$ cat src/rtl/rast_pkg.sv
// rast_pkg: shared constants, data types and helpers for the rasterizer
// sample-scheduling stage.
//   SIGFIG  bits in color and position words
//   RADIX   fraction bits in position words
//   VERTS   vertices per triangle
//   AXIS    axes per vertex (x,y,z)
//   COLORS  color channels
package rast_pkg;

  localparam int SIGFIG = 24;
  localparam int RADIX  = 10;
  localparam int VERTS  = 3;
  localparam int AXIS   = 3;
  localparam int COLORS = 3;

  typedef logic signed [SIGFIG-1:0]  sig_t;
  typedef sig_t [AXIS-1:0]           vertex_t;
  typedef vertex_t [VERTS-1:0]       tri_t;
  typedef logic [COLORS-1:0][SIGFIG-1:0] color_t;
  // point_t[0] = x, point_t[1] = y
  typedef sig_t [1:0]                point_t;
  // box_t[0] = lower-left, box_t[1] = upper-right
  typedef point_t [1:0]              box_t;

  typedef enum logic {
    WAIT = 1'b0,
    TEST = 1'b1
  } state_t;

  // Sample pitch for 2^ss samples per pixel axis. Values above 4 are
  // clamped so the pitch never drops below 1/16 pixel.
  function automatic sig_t step_from_ss(input logic [2:0] ss);
    logic [2:0] s;
    s = (ss > 3'd4) ? 3'd4 : ss;
    return sig_t'(1) << (RADIX - int'(s));
  endfunction

endpackage

$ cat src/rtl/sample_step_gen.sv
// sample_step_gen: combinational raster-order stepper. Given the current
// sample (x,y), the box corners and the sample pitch, produces the next
// sample position and whether the current sample is the last of the box.
//   x_i, y_i        current sample
//   ll_x_i          box lower-left x (row restart)
//   ur_x_i, ur_y_i  box upper-right corner
//   step_i          sample pitch (positive)
//   next_x_o/y_o    next sample in raster order (x fastest)
//   x_adv_o         next sample stays on the current row
//   y_adv_o         a further row exists
//   last_o          current sample is the final one
module sample_step_gen
  import rast_pkg::*;
(
  input  sig_t x_i,
  input  sig_t y_i,
  input  sig_t ll_x_i,
  input  sig_t ur_x_i,
  input  sig_t ur_y_i,
  input  sig_t step_i,
  output sig_t next_x_o,
  output sig_t next_y_o,
  output logic x_adv_o,
  output logic y_adv_o,
  output logic last_o
);

  // One extra bit so x+step near the top of the range cannot wrap negative.
  logic signed [SIGFIG:0] x_sum, y_sum, ur_x_ext, ur_y_ext;

  always_comb begin
    x_sum    = {x_i[SIGFIG-1], x_i} + {1'b0, step_i};
    y_sum    = {y_i[SIGFIG-1], y_i} + {1'b0, step_i};
    ur_x_ext = {ur_x_i[SIGFIG-1], ur_x_i};
    ur_y_ext = {ur_y_i[SIGFIG-1], ur_y_i};

    x_adv_o  = (x_sum <= ur_x_ext);
    y_adv_o  = (y_sum <= ur_y_ext);
    last_o   = !x_adv_o && !y_adv_o;

    next_x_o = x_adv_o ? x_sum[SIGFIG-1:0] : ll_x_i;
    next_y_o = x_adv_o ? y_i : y_sum[SIGFIG-1:0];
  end

endmodule

$ cat src/rtl/sample_scheduler.sv
// sample_scheduler: accepts one triangle plus bounding box at a time and
// walks the grid-aligned sample positions of the box in raster order, one
// per cycle, towards sampletest.
//   clk, rst         clock (rising edge), async active-low reset
//   tri_R13S         triangle from bbox stage
//   color_R13U       triangle color
//   box_R13S         [0]=LL, [1]=UR, on the sample grid
//   validTri_R13H    triangle/box valid
//   ss_w_lg2_R13U    log2 samples per pixel axis, sampled on accept
//   halt_RnnnnL      downstream stall, low = hold outputs
//   halt_R13L        upstream ready; triangle accepted this cycle if valid
//   tri_R14S         latched triangle
//   color_R14U       latched color
//   sample_R14S      current sample (x,y)
//   validSamp_R14H   sample_R14S valid
//
// state | meaning
// WAIT  | idle, ready for a triangle
// TEST  | walking the box, one sample presented per cycle
module sample_scheduler
  import rast_pkg::*;
(
  input  logic       clk,
  input  logic       rst,
  input  tri_t       tri_R13S,
  input  color_t     color_R13U,
  input  box_t       box_R13S,
  input  logic       validTri_R13H,
  input  logic [2:0] ss_w_lg2_R13U,
  input  logic       halt_RnnnnL,
  output logic       halt_R13L,
  output tri_t       tri_R14S,
  output color_t     color_R14U,
  output point_t     sample_R14S,
  output logic       validSamp_R14H
);

  state_t state_q;
  tri_t   tri_q;
  color_t color_q;
  box_t   box_q;
  sig_t   step_q;
  point_t sample_q;
  logic   valid_q;

  sig_t   next_x, next_y;
  logic   x_adv, y_adv, last;
  logic   accept;

  sample_step_gen u_step (
    .x_i      (sample_q[0]),
    .y_i      (sample_q[1]),
    .ll_x_i   (box_q[0][0]),
    .ur_x_i   (box_q[1][0]),
    .ur_y_i   (box_q[1][1]),
    .step_i   (step_q),
    .next_x_o (next_x),
    .next_y_o (next_y),
    .x_adv_o  (x_adv),
    .y_adv_o  (y_adv),
    .last_o   (last)
  );

  // Ready while idle, or while the final sample is being consumed so the
  // next triangle follows without a bubble.
  assign halt_R13L = (state_q == WAIT) || (state_q == TEST && last && halt_RnnnnL);
  assign accept    = validTri_R13H && halt_R13L;

  always_ff @(posedge clk or negedge rst) begin
    if (!rst) begin
      state_q  <= WAIT;
      tri_q    <= '0;
      color_q  <= '0;
      box_q    <= '0;
      step_q   <= sig_t'(1) << RADIX;
      sample_q <= '0;
      valid_q  <= 1'b0;
    end else if (accept) begin
      state_q  <= TEST;
      tri_q    <= tri_R13S;
      color_q  <= color_R13U;
      box_q    <= box_R13S;
      step_q   <= step_from_ss(ss_w_lg2_R13U);
      sample_q <= box_R13S[0];
      valid_q  <= 1'b1;
    end else if (state_q == TEST && halt_RnnnnL) begin
      if (last) begin
        state_q <= WAIT;
        valid_q <= 1'b0;
      end else begin
        sample_q[0] <= next_x;
        sample_q[1] <= next_y;
      end
    end
  end

  // y_adv is folded into last; kept visible for debug probing.
  logic unused_y_adv;
  assign unused_y_adv = y_adv;

  assign tri_R14S       = tri_q;
  assign color_R14U     = color_q;
  assign sample_R14S    = sample_q;
  assign validSamp_R14H = valid_q;

endmodule

$ cat config.mk
export PLATFORM = sky130hd
export DESIGN_NAME = sample_scheduler
export DESIGN_NICKNAME = d
export VERILOG_FILES = /design/src/rtl/rast_pkg.sv /design/src/rtl/sample_step_gen.sv /design/src/rtl/sample_scheduler.sv
export SDC_FILE = /design/constraint.sdc
export NUM_CORES = 1
export LEC_CHECK = 0
export CAP_MARGIN = 20
export CORE_AREA = 2 2 286 288
export CTS_BUF_LIST = sky130_fd_sc_hd__clkbuf_8
export DETAILED_ROUTE_END_ITERATION = 12
export DIE_AREA = 0 0 288 290
export DONT_BUFFER_PORTS = 1
export GPL_TIMING_DRIVEN = 0
export PLACE_DENSITY = 0.48
export REMOVE_ABC_BUFFERS = 1
export SLEW_MARGIN = 15
export SYNTH_ARGS = -nofsm -noshare
export SYNTH_HDL_FRONTEND = slang
export SYNTH_SLANG_ARGS = --single-unit
export TNS_END_PERCENT = 100
$ cat constraint.sdc
create_clock -name clk -period 7.2 [get_ports clk]
set_clock_uncertainty 0.05 [all_clocks]
set_input_delay 1.08 -clock clk [delete_from_list [all_inputs] [get_ports clk]]
set_output_delay 1.08 -clock clk [all_outputs]
set_load 0.02 [all_outputs]
==> summary.md <==
| Metric | Value |
|---|---|
| GRT Max-Usage Layer | `met2` |
| I/O Pins | `729` |
| Area Overhead vs Synth | `17.2%` |
| Top-area cell type share of the netlist area | `54.3%` |
| GRT Total Usage | `15.6%` |
| DPL Wire Length | `48.8 mm` |
| Post-synth EDFFs | `0` |
| WL/cell | `19.7 um` |
| Top delay family on crit path | `compound AO/OA/AOI/OAI gates` |
| Die Y | `290 um` |
| Root buffer cell | `clkbuf_8` |
| Drt first pass iters | `4` |
| Port Buf Inserts | `0` |
| Worst reg2reg path startpoint | `sample_R14S[0]` |
| Setup crit end kind | `primary output` |
| Critical Path Max Stage Delay | `0.55 ns` |
| Sequence of cells on the critical path | `ha_1, inv_1, fa_1, nor2b_1, o31a_1, o211ai_1, and3_1, nor3_2, o41ai_4, nor2_1, xor2_1, ha_1, nand4_1, nor4_4, buf_4, o21ai_0, a21o_1, a21o_1, and2_1, o31ai_4` |
| Synth area leaders | `dfrtp_1 54%, nand2_1 20%, ha_1 5.2%` |
| Post-Syn Instances | `2218` |
| Total Power | `12900 uW` |
| Period minus WS final | `6.86 ns` |
| Startpoint types | `flip-flop` |
| Remaining DRCs | `0` |
| Reg2reg end | `tri_R14S[158]` |
| Synth async-reset ratio | `100%` |
| Pin count of the biggest net entering global routing | `304` |
| Sequential cell area | `10600 sq um` |
| Design area | `22900 sq um` |
| Detail Route Antenna Nets | `0` |
| Reg2reg path depth | `26` |
| H-tree depth | `3` |
| GRT Residual Overflow | `0` |
| RePlAce Congestion | `0.871` |
| Clk pin slew, worst setup/hold paths | `0.07 ns` |
| Clock Latency Late Sink | `0.65 ns` |
| Via-to-Cell Ratio | `4.54` |
| Max clock buf depth | `3` |
| Pwr dens | `565 nW/um^2` |
| Sink Count | `425` |
| Min-delay worst type | `in -> async` |
| Die Footprint | `83500 sq um` |
| Number of DRC markers in iteration 0 | `829` |
| Row count | `104` |
| Synth cell types | `61` |
| TritonCTS clock tree | `done` |
| Placed Area | `21000 sq um` |
| Synthesized area per cell | `8.81 sq um` |
| Commonest cells after routing, fill and taps aside | `1054 x nand2_1, 423 x dfrtp_1, 100 x inv_1` |
| Multi-input combinational cell area | `8250 sq um` |
| Total core area | `80200 sq um` |
| Worst Setup EP | `halt_R13L` |
| Finish-stage setup viols | `0` |
| Fin. Hold Viols | `0` |
| Initial Utilization | `24.4%` |
| Max_slew headroom | `6.73%` |
| Max Slew Vio Count | `0` |
| Via count | `15231` |
| Share of layout cells above drive strength 1 | `8.42%` |
| Crit path depth | `20` |
| WHS | `0.114 ns` |
| # fillers | `8570` |
| Global-route wire length before repair | `99.5 mm` |
| Global Route met2 Usage | `25.5%` |
| Buf/Inv on CP | `2` |
| Seq/Total Area, Yosys | `54.4%` |
| CTS buffer count | `79` |
| GR Util met1 | `18.1%` |
| Crit path required time | `6.07 ns` |
| Slew @ Worst Pin | `1.40 ns` |
| Period utilization | `95.3%` |
| Final WL | `66.3 mm` |
| Area leader, netlist | `dfrtp_1` |
| Cell Area, Synth | `19500 sq um` |
| Leakage power total | `0.0117 uW` |
| Main synth FF type | `dfrtp_1` |
| Max cap viols | `0` |
| Max VDD drop | `0.000255 V` |
| CP Launch Point | `sample_R14S[24]` |
| Final net count | `2715` |
| Slowest-stage cell, CP | `o41ai_4` |
| Initial antenna violation count | `9` |
| FMAX | `146 MHz` |
| Synth Warn # | `0` |
| R2R setup slack | `0.51 ns` |
| Critical path class | `reg -> out` |
| Yosys reg bits | `425` |
| Commonest non-fill, non-tap cell in the layout | `nand2_1` |
| Status | `finished clean` |
| Max FO, Critical Path | `7` |
| Vias in the first global route | `15907` |
| Grt met3 use | `5.10%` |
| Chip width | `288 um` |
| Critical Path AT | `5.73 ns` |
-- registers in the layout (all words and copies together) (netlist names) --
register     flops
sample_R14S     48
box_q           72
step_q          16
color_R14U      72
state_q          1
tri_R14S       216
-- worst min-delay path by stage --
| stage | endpoint | slack [ns] | cells after the start |
|---|---|---|---|
| after floorplan | box_q[0] | 0.39 | 2 |
| after global placement | box_q[13] | 0.40 | 2 |
| after detailed placement | box_q[13] | 0.41 | 2 |
| after CTS | box_q[77] | 0.003 | 0 |
| after global routing | box_q[86] | 0.03 | 0 |
| final | box_q[77] | 0.11 | 0 |
-- synth_stat cells (3+ instances only) --
cell      count
and3_1        7
mux2i_1      34
buf_1         5
nor2b_1       6
nand2_1    1054
and2_1       13
a21oi_1      52
dfrtp_1     424
mux2_2        8
o21a_1        6
nand3_1      17
o31a_1        3
o21ai_1       5
nand2b_1      7
nor2_1       35
o31ai_1       9
buf_2        51
a211o_1       8
a21o_1       10
nor3_1       27
nand4_1      10
a22oi_1       9
o21ai_0      93
xor2_1        8
ha_1         82
or2_2         5
clkbuf_1     36
nor3b_1       5
inv_1        81
nor4_1        4
a211oi_1     10
o211ai_1      5
a31oi_1       3
or3_1         4
o21bai_1      3
and4_1        5
buf_4        11
xnor2_1      31
-- where the power goes --
group | switching [uW] | internal (uW) | total [uW]
clock | 1080 | 1310 | 2390
combinational | 2980 | 1950 | 4930
sequential | 2090 | 3530 | 5620
total | 6150 | 6790 | 12900
-- what timing repair did --
item | CTS | global route
endpoints found under the setup margin | 356 | 86
gates cloned | 2 | 0
resized for setup | 12 | 4
setup buffers | 3 | 7
pin swaps | 1 | 7
hold buffers | 7 | 0
hold endpoints to repair | 3 | 0
-- kinds of logic after synthesis --
kind of cell	share of synthesized area (%)
compound gates	7.47
xor+xnor	1.75
fa+ha+maj	5.45
flops	54.4
mux	2.20
simple gates	24.5
buf+inv	4.19
-- per-layer routing --
metal  vias to the layer above  routed length (um)
met2                       590               31700
met5                         -                  23
li1                       7183                   -
met4                         4                2970
met1                      7322               26000
met3                       132                5620
-- final cells by class --
cell class,count,share of cell area [%]
Inverter,81,1.33
Antenna cell,5,0.0546
Tap cell,1060,5.79
Clock inverter,36,1.16
Multi-Input combinational cell,1609,36.1
Sequential cell,425,46.5
Clock buffer,96,5.77
Timing Repair Buffer,44,3.38
-- worst reg2reg max path: cells and delay by family (launching register included) --
family | cells | cell delay [ns]
xor+xnor | 1 | 0.20
buf+inv | 7 | 1.59
flops | 1 | 0.47
compound gates | 7 | 2.08
fa+ha+maj | 3 | 0.99
simple gates | 8 | 1.23
-- per-stage QoR --
stage	setup WS [ns]	util [%]	setup TNS, ns	cells
6_report	0.336	28.6	0	3356
5_1_grt	-0.00328	28.6	-0.00328	3356
4_1_cts	0.00276	28.4	0	3344
3_5_place_dp	-0.781	26.2	-121.94	3200
3_3_place_gp	-14.13	25.4	-5102.82	3173
2_1_floorplan	-5.33	-	-1966.00	2113
Power figures use the tool's default switching activity.
